File: src/rtl/cond_unit.sv
// Decode->execute pipeline register with NZCV flag register and condition evaluation.
// Produces condition-gated write/branch strobes for the execute-stage instruction.
module cond_unit #(
    parameter int COND_W = 4,
    parameter int FLAG_W = 4
) (
    input  logic              clk,
    input  logic              rst_n,
    input  logic              stall,
    input  logic              flush,
    input  logic [COND_W-1:0] cond_d,
    input  logic              pcs_d,
    input  logic              reg_w_d,
    input  logic              mem_w_d,
    input  logic [1:0]        flag_w_d,
    input  logic              no_write_d,
    input  logic [FLAG_W-1:0] alu_flags,
    output logic              pcs_e,
    output logic              reg_w_e,
    output logic              mem_w_e,
    output logic              cond_ex,
    output logic [FLAG_W-1:0] flags,
    output logic              carry_in
);

    typedef struct packed {
        logic              valid;
        logic [COND_W-1:0] cond;
        logic              pcs;
        logic              reg_w;
        logic              mem_w;
        logic [1:0]        flag_w;
        logic              no_write;
    } ex_t;

    ex_t               ex_q, ex_d;
    logic [FLAG_W-1:0] flags_q, flags_d;
    logic              cond_pass;
    logic              commit;
    logic              n_f, z_f, c_f, v_f;

    assign {n_f, z_f, c_f, v_f} = flags_q;

    always_comb begin
        cond_pass = 1'b0;
        case (ex_q.cond)
            4'b0000: cond_pass = z_f;
            4'b0001: cond_pass = ~z_f;
            4'b0010: cond_pass = c_f;
            4'b0011: cond_pass = ~c_f;
            4'b0100: cond_pass = n_f;
            4'b0101: cond_pass = ~n_f;
            4'b0110: cond_pass = v_f;
            4'b0111: cond_pass = ~v_f;
            4'b1000: cond_pass = c_f & ~z_f;
            4'b1001: cond_pass = ~c_f | z_f;
            4'b1010: cond_pass = (n_f == v_f);
            4'b1011: cond_pass = (n_f != v_f);
            4'b1100: cond_pass = ~z_f & (n_f == v_f);
            4'b1101: cond_pass = z_f | (n_f != v_f);
            4'b1110: cond_pass = 1'b1;
            default: cond_pass = 1'b0;
        endcase
    end

    assign cond_ex  = ex_q.valid & cond_pass;
    assign commit   = cond_ex & ~stall;
    assign pcs_e    = commit & ex_q.pcs;
    assign reg_w_e  = commit & ex_q.reg_w & ~ex_q.no_write;
    assign mem_w_e  = commit & ex_q.mem_w;
    assign flags    = flags_q;
    assign carry_in = c_f;

    // The E instruction commits even when flush squashes the incoming one.
    always_comb begin
        flags_d = flags_q;
        if (commit) begin
            if (ex_q.flag_w[1]) flags_d[3:2] = alu_flags[3:2];
            if (ex_q.flag_w[0]) flags_d[1:0] = alu_flags[1:0];
        end

        ex_d = ex_q;
        if (flush) begin
            ex_d = '0;
        end else if (!stall) begin
            ex_d.valid    = 1'b1;
            ex_d.cond     = cond_d;
            ex_d.pcs      = pcs_d;
            ex_d.reg_w    = reg_w_d;
            ex_d.mem_w    = mem_w_d;
            ex_d.flag_w   = flag_w_d;
            ex_d.no_write = no_write_d;
        end
    end

    always_ff @(posedge clk) begin
        if (!rst_n) begin
            ex_q    <= '0;
            flags_q <= '0;
        end else begin
            ex_q    <= ex_d;
            flags_q <= flags_d;
        end
    end

endmodule

File: config.mk
export PLATFORM = sky130hd
export DESIGN_NAME = cond_unit
export DESIGN_NICKNAME = d
export VERILOG_FILES = /design/src/rtl/cond_unit.sv
export SDC_FILE = /design/constraint.sdc
export NUM_CORES = 1
export LEC_CHECK = 0
export CORE_MARGIN = 2
export CORE_UTILIZATION = 46
export CTS_BUF_LIST = sky130_fd_sc_hd__clkbuf_4
export DETAILED_ROUTE_END_ITERATION = 6
export GPL_ROUTABILITY_DRIVEN = 0
export HOLD_SLACK_MARGIN = 0.12
export PLACE_DENSITY = 0.8
export REMOVE_ABC_BUFFERS = 1
export SETUP_SLACK_MARGIN = 0.05
export SYNTH_ARGS = -nofsm -noshare
export SYNTH_HDL_FRONTEND = slang
export SYNTH_SLANG_ARGS = --single-unit
export TNS_END_PERCENT = 10
File: constraint.sdc
create_clock -name clk -period 3.02 [get_ports clk]
set_clock_uncertainty 0.15 [all_clocks]
set_input_delay 0.604 -clock clk [delete_from_list [all_inputs] [get_ports clk]]
set_output_delay 0.604 -clock clk [all_outputs]
set_load 0.01 [all_outputs]
==> results.md, run 1 <==
* Worst VDD drop at 0.230 mV
* Most frequent cells in the layout: 22 x clkdlybuf4s50_1, 15 x mux2i_1, 14 x dfxtp_1
* Power Dens Cells at 342 nW/µm²
* Initial DRT Pass Iterations at 4
* Tcrit/Tclk final at 97.5%
* Initial Utilization at 47.9%
* Vias in the first global route at 732
* H-tree depth at 1
* Initial DRC count at 11
* N_diodes at 0
* CTS Hold Bufs at 0
* Largest net degree at the start of global routing at 12
* Asr flop ratio synth at 0%
* Fin. max-slew vios at 0
* Site Rows at 15
* Leading cell type in the layout, fill and taps excluded: clkdlybuf4s50_1
* I/O Buffers at 26
* DRC at 0
* Worst EP required at 2.27 ns
* Die ar. at 2110 µm²
* Clock network power share at 31.7%
* Die width at 45.9 µm
* Final core occ at 67.3%
* Max-Cap Viols at 0
* Critical path class: reg -> out
* Slowest cell on crit path: or4b_1
* Psw at 0.0904 mW
* Io pins at 27
* Sw Share at 23.2%
* Clk Latency, worst-skew pair at 0.28 ns
* GR peak layer: met2
* Cells after Synth at 91
* Avg Vias per Cell at 5.45
* Die height at 45.9 µm
* Mean Syn Cell Area at 8.88 µm²
* Simple-gate share of the synthesized area at 28.2%
* Clock sink count at 15
* CTS root buf: clkbuf_4
* Final ANT Viol Nets at 0
* Yosys top cell area share at 37.2%
* Synth Flop Type: dfxtp_1
* Post-synthesis compound-gate area fraction at 6.97%
* Largest family of logic cells by synthesized area: simple AND/OR/NAND/NOR gates
* Layout Nets at 141
* Mux cell area share after synthesis at 18.6%
* Slew headroom at 70.9%
* Area growth from synthesis to layout at 40.6%
* GR Layer Usage met1 at 22.8%
* Via count at 758
* Worst Hold Class: reg -> reg
* Layout cells sized above 1 at 18.9%
* Worst-case clock buffer depth at 2
* R2R setup slack at 0.79 ns
* Crit path largest cell delay at 0.52 ns
* Worst-path maximum fanout at 3
* Hold Crit Start: ex_q[5]
* CP arrival at 2.19 ns
* CP endpoint: reg_w_e
* DRT Wirelength at 1.86 mm
* Grt ovf at 0
* Ys Warns at 0
* Critical path launch point type: flop
* Final Hold Viols at 0
* Top cell type by total area after synthesis: dfxtp_1
* WL/cell at 13.4 µm
* RSZ-0062 raised after global routing: true
* Status: completed
* Post-DP HPWL at 1.41 mm
* Setup crit start: flags[2]
* Synth Register Bits at 15
* Sequential element share of the synthesized area at 37.2%
* Area after DPL at 1120 µm²
* GRT met3 Usage at 3.17%
* Tot Pwr at 0.389 mW
* Post-synthesis adder-cell area fraction at 0%
* Worst reg2reg path startpoint: flags[2]
* Kind of end point of the critical path: output port
* Cts bufs inserted at 3
* # Post-CTS Setup Buffers at 0
* Post-synth EDFFs at 0
* XOR/XNOR Fraction of Synth Area at 3.25%
* R2R cell count at 7
* Reg power frac at 53.1%
* Minimum clock period at 2.94 ns
* First-pass GRT wire length at 2.95 mm
* Final Cell Area at 1140 µm²
* RR Endpoint: flags[2]
* Core box area at 1690 µm²
* Netlist cell types at 33
* LEAKAGE at 0.449 nW
* CTS tree: built
* Worst Tran Pin Value at 0.436 ns
* CP Cell Sequence: or4b_1 -> o311a_1 -> a311oi_2 -> and4bb_4 -> nor2b_4 -> and3b_1 -> buf_2
* Met2 usage at 33.3%
* Largest cells by area after synthesis: dfxtp_1 37%, mux2i_1 19%, nand2_1 5.1%
* Internal at 0.299 mW
* Final setup vio count at 0
* Tot GR Track Use at 19.5%
* Synth Cell Area at 808 µm²
* Power share of the combinational group at 15.1%
* Worst-path clk slew at 0.08 ns
* Initial antenna violation count at 0
* Max Fclk at 340 MHz
[registers in the layout, indices dropped and copies added, names as in the netlist]
name and flops:
flags 4, ex_q 11
[metal layers]
| metal | wire length, µm | vias to the layer above | part of all wire, % |
|---|---|---|---|
| li1 | - | 377 | - |
| met1 | 771 | 346 | 42 |
| met2 | 944 | 29 | 51 |
| met3 | 94 | 6 | 5.1 |
| met4 | 46 | 0 | 2.5 |
| met5 | 0 | - | 0 |
[synth_stat cells (2+ instances only)]
master    instances
dfxtp_1          15
mux2i_1          15
nand2_1          11
nor2_1           11
inv_1             4
clkbuf_1          3
a21oi_1           2
buf_2             2
nand4_1           2
nor2_4            2
xnor2_1           2
[power by group through the flow]
stage / Clock [mW] / Sequential, mW / Combinational, mW
4_1_cts: 0.130 / 0.206 / 0.0586
6_report: 0.123 / 0.207 / 0.0589
2_1_floorplan: 0 / 0.211 / 0.0217
3_5_place_dp: 0 / 0.211 / 0.0583
5_1_grt: 0.136 / 0.207 / 0.0638
3_3_place_gp: 0 / 0.211 / 0.0565
[cell families (layout without fill, tap and decap cells)]
logic type	Yosys count	after routing
flops	15	15
compound gates	8	8
mux	15	15
simple gates	39	39
xor+xnor	3	3
buf+inv	11	42
[area by class of cell]
cell class	count	area [µm²]
fill	153	553
timing repair buffer	34	300
inverter	4	15.0
sequential	15	302
multi-input combinational	65	468
tap	17	21.3
clock buffer	4	30.0
[how the worst min path moves through the flow]
| stage | end | slack [ns] | cells past startpoint |
|---|---|---|---|
| CTS | ex_q[5] | 0.36 | 2 |
| finish | ex_q[5] | 0.35 | 2 |
| detailed placement | ex_q[5] | 0.34 | 2 |
| global route | ex_q[4] | 0.38 | 2 |
| floorplan | ex_q[3] | 0.30 | 2 |
| global placement | ex_q[0] | 0.32 | 2 |
[metrics by stage]
stage / instances / setup slack (ns) / hold WS (ns) / setup TNS [ns]
6_report: 139 / 0.0769 / 0.350 / 0
4_1_cts: 139 / 0.00856 / 0.359 / 0
5_1_grt: 139 / -0.00419 / 0.381 / -0.00419
3_3_place_gp: 135 / 0.0574 / 0.323 / 0
2_1_floorplan: 84 / 0.416 / 0.305 / 0
3_5_place_dp: 135 / -0.0133 / 0.337 / -0.0133
[timing repair]
action                                  4_1_cts  5_1_grt
gates resized for setup                       9        8
pin swaps                                     1        5
endpoints found under the setup margin        4        4
[critical path: cells and delay by family, from the launching register on]
kind | cells | cell delay (ns)
simple gates | 4 | 1.09
compound gates | 2 | 0.39
flops | 1 | 0.31
buf+inv | 1 | 0.13
(Power assumes the default switching activity.)
==> run 2: changes to the inputs <==
--- a/config.mk
+++ b/config.mk
@@ -6,12 +6,12 @@
 export NUM_CORES = 1
 export LEC_CHECK = 0
 export CORE_MARGIN = 2
-export CORE_UTILIZATION = 46
-export CTS_BUF_LIST = sky130_fd_sc_hd__clkbuf_4
+export CORE_UTILIZATION = 44
+export CTS_BUF_LIST = sky130_fd_sc_hd__clkbuf_4 sky130_fd_sc_hd__clkbuf_8 sky130_fd_sc_hd__clkbuf_16
 export DETAILED_ROUTE_END_ITERATION = 6
 export GPL_ROUTABILITY_DRIVEN = 0
 export HOLD_SLACK_MARGIN = 0.12
-export PLACE_DENSITY = 0.8
+export PLACE_DENSITY = 0.77
 export REMOVE_ABC_BUFFERS = 1
 export SETUP_SLACK_MARGIN = 0.05
 export SYNTH_ARGS = -nofsm -noshare
==> run 2 against run 1 <==
Net effect: non-clock buffer count is 1 higher; via count decreased by 1.8%; sequential share of layout area decreased by 0.79 points; power is 2.1% higher; worst setup slack worse by 0.0042 ns; final cell count grew 6.5%; core utilization grew 0.28 points; register-to-register slack worse by 0.02 ns; global-route usage shrank 0.35 points; clock-buffer cell count unchanged; wire length shrank 1.7%; fmax down 0.14%; critical path type unchanged; critical endpoint is now mem_w_e; largest cell class unchanged.
==> results.md, run 2 (synthesis gave the netlist of run 1 again) <==
* Worst-path maximum fanout at 3
* Filler Cells Inserted at 158
* Cts bufs inserted at 3
* Critical path class: reg -> out
* Final setup vio count at 0
* Largest net degree at the start of global routing at 12
* Site Rows at 15
* Io pins at 27
* Worst EP required at 2.27 ns
* Die width at 46.9 µm
* Reg with most FFs: ex_q
* Tcrit/Tclk final at 97.6%
* CP arrival at 2.19 ns
* Initial DRC count at 3
* Initial antenna violation count at 0
* WL/cell at 12.3 µm
* Max reg flops at 11
* I/O Buffers at 26
* Hold Crit Start: ex_q[10]
* RSZ-0062 raised after global routing: true
* First-pass GRT wire length at 2.97 mm
* Post-DP HPWL at 1.38 mm
* Kind of end point of the critical path: output port
* Critical path launch point type: flop
* Setup crit start: ex_q[8]
* Worst VDD drop at 0.233 mV
* Worst Hold Class: reg -> reg
* DRT Wirelength at 1.83 mm
* Clk Latency, worst-skew pair at 0.29 ns
* Grt ovf at 0
* CTS Hold Bufs at 0
* Most frequent cells in the layout: 22 x clkdlybuf4s50_1, 15 x mux2i_1, 15 x dfxtp_1
* Avg Vias per Cell at 5.03
* Final Hold Viols at 0
* Vias in the first global route at 696
* Die ar. at 2200 µm²
* Status: completed
* Worst setup margin at 0.0727 ns
* Area growth from synthesis to layout at 44.3%
* Layout Nets at 142
* Initial DRT Pass Iterations at 3
* Clock sink count at 15
* Worst-case clock buffer depth at 2
* Via count at 744
* Power Dens Cells at 341 nW/µm²
* Tot Pwr at 0.397 mW
* Minimum clock period at 2.95 ns
* LEAKAGE at 0.453 nW
* Core box area at 1730 µm²
* N_diodes at 0
* Max-Cap Viols at 0
* Initial Utilization at 46.8%
* Final ANT Viol Nets at 0
* Worst reg2reg path startpoint: ex_q[8]
* DRC at 0
* Fin. max-slew vios at 0
* Tot GR Track Use at 19.1%
* Worst Tran Pin Value at 0.434 ns
* H-tree depth at 1
* CTS tree: built
* Die height at 46.9 µm
* Leading cell type in the layout, fill and taps excluded: clkdlybuf4s50_1
* CTS root buf: clkbuf_4
* Layout cells sized above 1 at 19.5%
* Slew headroom at 71.1%
* Setup WS pre-CTS at 0.0618 ns
* Max Fclk at 339 MHz
* Worst-path clk slew at 0.09 ns
[run 2: cell types whose count changed in the layout (fill, tap and decap cells not counted)]
| cell | change |
|---|---|
| buf_4 | +1 |
| clkbuf_2 | -1 |
| clkdlybuf4s15_2 | +1 |
| dfxtp_1 | +1 |
| dfxtp_2 | -1 |
| xnor2_1 | -1 |
| xnor2_2 | +1 |
[run 2: what timing repair did]
action / CTS / global route
gates resized for setup: 10 / 7
pin swaps: 0 / 3
setup endpoints to repair: 4 / 4
setup buffers: 0 / 1
cloned: 0 / 0
[run 2: worst max-delay path, cell delays in order, from the launching register on]
cell and delay, ns:
dfxtp_1 0.32, or4b_1 0.51, o311a_1 0.13, a311oi_2 0.20
and4bb_4 0.28, nor2b_4 0.11, and2_2 0.14, clkdlybuf4s15_2 0.21
[run 2: final cells by class]
type	instances	area, µm²	share of cell area (%)
clock buffers	4	30.0	2.58
repair buffers	35	314	26.9
multi-input cells	65	475	40.8
inverters	4	15.0	1.29
flip-flops and latches	15	300	25.8
well taps	25	31.3	2.68
[run 2: layer usage]
layer  global-route usage, %  routed length (µm)  vias up
li1                        -                   -      375
met1                    24.2                 756      346
met2                    32.6                 968       19
met3                    2.31                  74        4
met4                    8.33                  27        0
met5                       0                   0        -
[run 2: final timing paths]
path	to	slack, ns	cells after the start
min	ex_q[10]	0.35	2
max	mem_w_e	0.07	7
max reg2reg	flags[1]	0.77	8
min reg2reg	ex_q[10]	0.35	2
[run 2: stage by stage]
stage / TNS (ns) / hold slack, ns / std cells / instance area (µm²) / util, %
after floorplan: 0 / 0.305 / 84 / 776 / -
after global placement: 0 / 0.325 / 143 / 1130 / 65.3
after detailed placement: 0 / 0.336 / 143 / 1130 / 65.3
after CTS: 0 / 0.349 / 147 / 1160 / 67.2
after global routing: -0.0185 / 0.380 / 148 / 1170 / 67.5
final: 0 / 0.346 / 148 / 1170 / 67.5
[run 2: power breakdown]
| part | leakage (nW) | switching (mW) | internal [mW] |
|---|---|---|---|
| combinational | 0.313 | 0.0236 | 0.0373 |
| sequential | 0.122 | 0.00357 | 0.203 |
| clock | 0.0184 | 0.0697 | 0.0604 |
| total | 0.453 | 0.0968 | 0.300 |
